===== src/rtl/traffic_light_monitor.sv =====
// Receive-side checker for the RED/YELLOW/GREEN lamp drive: recovers the phase code and
// flags illegal patterns, illegal transitions and out-of-range phase dwell; counts full light cycles.
module traffic_light_monitor #(
  parameter int MIN_DWELL = 2,
  parameter int MAX_DWELL = 16,
  parameter int CNT_W     = 8
) (
  input  logic             clk,
  input  logic             res,
  input  logic             led0,
  input  logic             led1,
  input  logic             led2,
  input  logic             err_clr,
  output logic [1:0]       state,
  output logic             state_valid,
  output logic             err_pattern,
  output logic             err_seq,
  output logic             err_dwell,
  output logic [CNT_W-1:0] cycle_cnt
);

  localparam int DW_W = $clog2(MAX_DWELL + 2);
  localparam logic [DW_W-1:0] DW_SAT = DW_W'(MAX_DWELL + 1);
  localparam logic [DW_W-1:0] DW_MIN = DW_W'(MIN_DWELL);
  localparam logic [DW_W-1:0] DW_ONE = DW_W'(1);

  localparam logic [1:0] PH_RED = 2'd0;
  localparam logic [1:0] PH_Y1  = 2'd1;
  localparam logic [1:0] PH_GRN = 2'd2;
  localparam logic [1:0] PH_Y2  = 2'd3;

  typedef enum logic {SYNC = 1'b0, TRACK = 1'b1} mode_t;

  mode_t           mode, mode_nxt;
  logic [2:0]      led_q;
  logic            led_q_vld;
  logic [DW_W-1:0] dwell, dwell_nxt, dwell_inc;
  logic            first_ph, first_nxt;
  logic [1:0]      phase_nxt, obs;
  logic            ev_pattern, ev_seq, ev_dwell, cnt_inc;

  assign dwell_inc = dwell + DW_ONE;

  always_ff @(posedge clk or posedge res) begin
    if (res) begin
      mode <= SYNC;
    end else begin
      mode <= mode_nxt;
    end
  end

  always_comb begin
    mode_nxt   = mode;
    phase_nxt  = state;
    dwell_nxt  = dwell;
    first_nxt  = first_ph;
    ev_pattern = 1'b0;
    ev_seq     = 1'b0;
    ev_dwell   = 1'b0;
    cnt_inc    = 1'b0;
    obs        = PH_RED;
    if (led_q_vld) begin
      if (!$onehot(led_q)) begin
        ev_pattern = 1'b1;
        mode_nxt   = SYNC;
      end else if (mode == SYNC) begin
        if (led_q == 3'b001) begin
          mode_nxt  = TRACK;
          phase_nxt = PH_RED;
          dwell_nxt = DW_ONE;
          first_nxt = 1'b1;
        end
      end else begin
        // A lit yellow is Y1 while still in the RED half of the cycle, Y2 in the GREEN half.
        if (led_q[0])      obs = PH_RED;
        else if (led_q[2]) obs = PH_GRN;
        else               obs = (state == PH_RED || state == PH_Y1) ? PH_Y1 : PH_Y2;

        if (obs == state) begin
          if (dwell != DW_SAT) begin
            dwell_nxt = dwell_inc;
            ev_dwell  = (dwell_inc == DW_SAT);
          end
        end else if (obs == state + 2'd1) begin
          ev_dwell  = (dwell < DW_MIN) && !first_ph;
          cnt_inc   = (state == PH_Y2);
          phase_nxt = obs;
          dwell_nxt = DW_ONE;
          first_nxt = 1'b0;
        end else begin
          ev_seq   = 1'b1;
          mode_nxt = SYNC;
        end
      end
    end
  end

  always_comb begin
    state_valid = (mode == TRACK);
  end

  always_ff @(posedge clk or posedge res) begin
    if (res) begin
      led_q       <= 3'b000;
      led_q_vld   <= 1'b0;
      state       <= PH_RED;
      dwell       <= '0;
      first_ph    <= 1'b0;
      err_pattern <= 1'b0;
      err_seq     <= 1'b0;
      err_dwell   <= 1'b0;
      cycle_cnt   <= '0;
    end else begin
      led_q       <= {led2, led1, led0};
      led_q_vld   <= 1'b1;
      state       <= phase_nxt;
      dwell       <= dwell_nxt;
      first_ph    <= first_nxt;
      err_pattern <= (err_pattern & ~err_clr) | ev_pattern;
      err_seq     <= (err_seq & ~err_clr) | ev_seq;
      err_dwell   <= (err_dwell & ~err_clr) | ev_dwell;
      if (cnt_inc) cycle_cnt <= cycle_cnt + CNT_W'(1);
    end
  end

endmodule


===== config.mk =====
export PLATFORM = sky130hd
export DESIGN_NAME = traffic_light_monitor
export DESIGN_NICKNAME = d
export VERILOG_FILES = /design/src/rtl/traffic_light_monitor.sv
export SDC_FILE = /design/constraint.sdc
export NUM_CORES = 1
export LEC_CHECK = 0
export CELL_PAD_IN_SITES_DETAIL_PLACEMENT = 0
export CELL_PAD_IN_SITES_GLOBAL_PLACEMENT = 1
export CORE_ASPECT_RATIO = 1.1
export CORE_UTILIZATION = 41
export CTS_CLUSTER_SIZE = 12
export DETAILED_ROUTE_END_ITERATION = 10
export PLACE_DENSITY = 0.85
export SYNTH_ARGS = -nofsm -noshare
export SYNTH_HDL_FRONTEND = slang
export SYNTH_SLANG_ARGS = --single-unit

===== constraint.sdc =====
create_clock -name clk -period 2.5 [get_ports clk]
set_input_delay 0.25 -clock clk [delete_from_list [all_inputs] [get_ports clk]]
set_output_delay 0.25 -clock clk [all_outputs]
set_load 0.05 [all_outputs]

**Yosys cells after proc, flatten, opt, wreduce, memory -nomap -nowiden**

Index checks and enable logic that the tools add are counted.

- Bits in registers: 24
- Input port bits: 6
- Logic and storage cells: 84

- Add/subtract/negate cells: 5
- Magnitude comparators: 1
- Equal/unequal tests: 12
- Mux-type cells: 42
- Bitwise gates (word level): 7
- Reductions and logical operators: 7

Operators with widths:

| operator | number |
|---|---|
| two-way mux 1 bit | 27 |
| two-way mux 5 bit | 5 |
| two-way mux 2 bit | 10 |
| AND reduction 5 bit | 2 |
| adder 8 x 1 -> 8 bit (second input constant) | 1 |
| adder 5 x 1 -> 5 bit (second input constant) | 1 |
| == test 5 bit (second input constant) | 1 |
| < comparator 5 x 2 -> 1 bit (second input constant) | 1 |
| != test 5 bit (second input constant) | 1 |
| == test 2 x 1 -> 1 bit (second input constant) | 2 |
| == test 2 bit | 2 |
| bitwise AND 1 bit | 3 |
| == test 3 x 1 -> 1 bit (second input constant) | 1 |
| != test 3 x 1 -> 1 bit (second input constant) | 1 |
| != test 3 x 2 -> 1 bit (second input constant) | 1 |
| bitwise OR 1 bit | 3 |
| adder 1 x 1 -> 2 bit | 1 |
| adder 2 x 1 -> 2 bit | 1 |
| adder 2 x 1 -> 2 bit (second input constant) | 1 |
| == test 2 bit (second input constant) | 1 |
| zero test 2 bit | 1 |
| != test 2 x 1 -> 1 bit (second input constant) | 1 |
| != test 2 bit (second input constant) | 1 |
| nonzero test 2 bit | 1 |
| 4 further kinds | 4 |

**Depth between registers and ports, before layout**

Gate-level depths: netlist of the first run.

- Depth in word-level cells: 15
- Mapped depth: 7
- Mapped depth without buffers: 7

**Worst setup path after synthesis of the first run**

No wires, ideal clock.

- Kind: flip-flop to flip-flop
- Start point: reg state[0]
- End point: reg cycle_cnt[1]
- Setup time: 0.125 ns
- Data arrival time: 2.234 ns
- Data required time: 2.375 ns
- Path slack: 0.141 ns
- Cell stages (with the launch flop): 8
- Period minus slack after synthesis: 2.359 ns
- Cells stage by stage: dfrtp_1 > inv_1 > ha_1 > o21ba_2 > or3_1 > and2_1 > nand3_1 > mux2_2

- Word-level cells in the longest chain between the ends: 14
- Elaborated cells between the ends (all ways): 18

RTL lines:

| what | line | source |
|---|---|---|
| start, declared | 14 | `output logic [1:0] state,` |
| start signal, assigned | 116 | `state <= phase_nxt;` |
| == test 2 x 1 -> 1 bit / zero test 2 bit (equally long branches) | 77 | `else obs = (state == PH_RED \|\| state == PH_Y1) ? PH_Y1 : PH_Y2;` |
| logical OR 1 bit | 77 |  |
| two-way mux 2 bit | 77 |  |
| two-way mux 2 bit | 76 | `else if (led_q[2]) obs = PH_GRN;` |
| two-way mux 2 bit | 75 | `if (led_q[0]) obs = PH_RED;` |
| two-way mux 2 bit | 66 | `end else if (mode == SYNC) begin` |
| two-way mux 2 bit | 63 | `if (!$onehot(led_q)) begin` |
| two-way mux 2 bit | 62 | `if (led_q_vld) begin` |
| == test 2 bit | 84 | `end else if (obs == state + 2'd1) begin` |
| two-way mux 1 bit | 84 |  |
| two-way mux 1 bit (*) | 79 | `if (obs == state) begin` |
| two-way mux 1 bit (*) | 66 |  |
| two-way mux 1 bit (*) | 63 |  |
| two-way mux 1 bit (*) | 62 |  |
| end signal, assigned | 122 | `if (cnt_inc) cycle_cnt <= cycle_cnt + CNT_W'(1);` |
| end, declared | 19 | `output logic [CNT_W-1:0] cycle_cnt` |

Every way passes the cells marked *; elsewhere a longest branch is shown, timed or not. The select of a mux whose other input is x is not followed.
A chain may end at the register's enable or synchronous reset.

**Worst setup path after layout of the first run**

- Start point: reg led_q[0]
- End point: reg cycle_cnt[6]

- Word-level cells in the longest chain between the ends: 10
- Elaborated cells between the ends (all ways): 14

RTL lines:

| what | line | source |
|---|---|---|
| start, declared | 35 | `logic [2:0] led_q;` |
| start signal, assigned | 114 | `led_q <= {led2, led1, led0};` |
| two-way mux 2 bit | 75 |  |
| two-way mux 2 bit | 66 |  |
| two-way mux 2 bit | 63 |  |
| two-way mux 2 bit | 62 |  |
| == test 2 bit | 84 |  |
| two-way mux 1 bit | 84 |  |
| two-way mux 1 bit | 79 |  |
| two-way mux 1 bit | 66 |  |
| two-way mux 1 bit (*) | 63 |  |
| two-way mux 1 bit (*) | 62 |  |

Marked as above.

==> results_dict.tcl, run 1 <==
set metrics [dict create \
    yosysTopAreaCell "dfrtp_1" \
    slew_headroom 0.399 \
    grt_max_degree 25 \
    drt_first_iter_violations 48 \
    syn_area_per_cell_um2 10.0 \
    vdd_ir_drop_max_mv 0.354 \
    layout.area.seq_um2 601 \
    fin_tns_setup_ns 0 \
    fin_crit_sh 0.919 \
    core.rowCount 21 \
    nFillCells 284 \
    p_per_area_mw_per_mm2 539 \
    max_freq_ghz 0.435 \
    ioPinCount 20 \
    vias 1047 \
    initial_core_util 0.436 \
    fp.dieArea_mm2 0.00353 \
    core_area_mm2 0.00310 \
    drt_pass1_iterations 7 \
    areaGrowthSynthToFinish_pct 20.8 \
    start_kind "flop" \
    multi_input_area_um2 688 \
    status "complete, but fails checks" \
    yosys_warnings 0 \
    stdcell_area_mm2 0.00163 \
    yosys-top-cells-area "dfrtp_1 44%, ha_1 7.4%, xor2_1 5.2%" \
    place_congestion 0.901 \
    path_class "reg2reg" \
    worstMarginPinSlew_ns 0.900 \
    synth_area_mm2 0.00135 \
    synth_top_area_share 0.444 \
    rsz0062_at_grt "no" \
    cts_sinks 24 \
    die_w_um 56.8 \
    via_per_inst 5.51 \
    track_usage 0.167 \
    wl_um 2770 \
    hold_path.class "in2reg" \
    placed_cell_area_mm2 0.00158 \
    die_y_um 62.2 \
    drc 2 \
    n_antenna_cell 0 \
    synth_fp_nets 150 \
    numCtsBuffers 3 \
    final_net_count 172 \
    path_cells "fa_1, and3b_1, nor3b_2, nand3_2, nor3_1, xor2_1" \
    fin_crit_ns 2.30 \
    final-hold-violation-count 0 \
    endpoint_kind "flop" \
    ys_seq_area_frac 0.444 \
    cts.path.max_buffers 2 \
    cp_max_fo 9 \
    grt_pass1_vias 991 \
    ctsResizeCount 0 \
    crit_slowest_cell "fa_1" \
    slew_viol_final 0 \
    violations "design-rule violations" \
    grt_first_pass_wirelength_um 4620 \
    antenna_left 0 \
    synth_cells 135 \
    drive_gt1_frac 0.0897 \
    ys_ff_latch 24 \
    hold_buffers 0 \
    postCtsSetupBuffers 0 \
    max_stage_delay_ns 0.58 \
    p_leak_nw 0.748 \
    routedWlPerCell_um 14.6 \
    synth_edf_count 0 \
    maxCapViolCount 0 \
    synth_async_sr_flop_share 1.00 \
    place.detailed.hpwl_um 2050 \
    r2r_setup_slack_ns 0.20 \
    synth_cell_types 42 \
    skew_ns 0.00675 \
    cp.arrival_ns 2.55 \
    cts_root_buffer "clkbuf_4" \
    portBuffers 19 \
    clk_pin_slew_worst_paths_ns 0.14 \
    setup_viol 0 \
    cp.required_ns 2.76 \
    htreeDepth 1 \
    antenna_found_initial 0 \
    clk_latency_ns 0.32 \
    ys.flop_type "dfrtp_1" \
    cts_tree "yes" \
    cpLargestDelayFamily "simple AND/OR/NAND/NOR gates" \
    cp.buffers_inverters 0 \
    grt-ovfl-total 0 \
]
## metrics by stage
stage / cells / setup slack [ns] / total power [mW] / utilization / hold WS (ns)
floorplan: 135 / 0.141 / 0.556 / - / 0.265
global placement: 186 / 0.308 / 0.600 / 0.510 / 0.464
detailed placement: 186 / 0.246 / 0.608 / 0.510 / 0.474
CTS: 190 / 0.203 / 0.893 / 0.527 / 0.339
global route: 190 / 0.0504 / 0.930 / 0.527 / 0.337
finish: 190 / 0.204 / 0.881 / 0.527 / 0.356
## layer usage
layer	GRT usage	up-vias	routed length (um)
li1	-	515	-
met1	0.226	505	1270
met2	0.266	21	1360
met3	0.0229	6	92
met4	0.0732	0	42
met5	0	-	0
## cells in the mapped netlist, drive strengths merged, types with 2 or more instances
master and count:
dfrtp 24, inv 14, nand3 11, ha 8, nand2 8, o21ai 8, xor2 8, nand4 5
nor2 5, nor3 5, a21oi 3, a31oi 3, clkbuf 3, xnor2 3, and3 2, mux2 2
nor3b 2
## cell usage in the layout, fill, tap and decap left out, types with 2 or more instances in the layout
cell type | netlist | final
dfrtp_1 | 24 | 24
clkbuf_4 | 0 | 3
nor2_1 | 5 | 5
o21ai_0 | 8 | 8
xnor2_2 | 2 | 2
mux2_2 | 2 | 2
nor3_1 | 5 | 5
a31oi_1 | 3 | 3
nand3_1 | 10 | 10
and3_1 | 2 | 2
inv_1 | 14 | 14
clkdlybuf4s50_1 | 0 | 19
xor2_1 | 8 | 8
nand4_1 | 5 | 5
nand2_1 | 8 | 8
ha_1 | 8 | 8
a21oi_1 | 2 | 2
## final timing paths
check | start | endpoint | depth (start not counted)
max | led_q[0] | cycle_cnt[6] | 6
min | led1 | led_q[1] | 1
max reg2reg | led_q[0] | cycle_cnt[6] | 6
min reg2reg | cycle_cnt[7] | cycle_cnt[7] | 1
max in group asynchronous | res | state[1] | 2
min in group asynchronous | res | err_seq | 2
## final cells by class
cell class | instances | share of cell area
multi-input cells | 94 | 0.421
flip-flops and latches | 24 | 0.368
repair buffers | 20 | 0.121
inverters | 14 | 0.0322
well taps | 34 | 0.0260
clock inverters | 1 | 0.0184
clock buffers | 3 | 0.0138
## flip-flops by register name, summed over array words and instances (netlist names)
name	cells
err_pattern	1
state_valid	1
err_dwell	1
cycle_cnt	8
err_seq	1
first_ph	1
led_q_vld	1
state	2
dwell	5
led_q	3
## report_power, final
group / internal (mW) / switching, mW / leakage (nW)
Combinational: 0.0673 / 0.0873 / 0.402
Clock: 0.162 / 0.120 / 0.0279
Sequential: 0.412 / 0.0316 / 0.318
## cells by family (layout without fill, tap and decap cells)
family,after synthesis,count (layout),share of synthesized area
fa+ha+maj,9,9,0.0888
simple gates,46,46,0.190
buf+inv,17,38,0.0472
flops,24,24,0.444
mux,3,3,0.0241
other cells,1,1,0.00277
xor+xnor,11,11,0.0823
compound gates,24,24,0.121
Note: power is estimated with default switching activity, not from simulation.
==> run 2, diff against run 1 <==
SLEW_MARGIN = 20   (was unset)
==> results of run 2 <==
The final DEF is identical to that of run 1; final timing and power are the same.
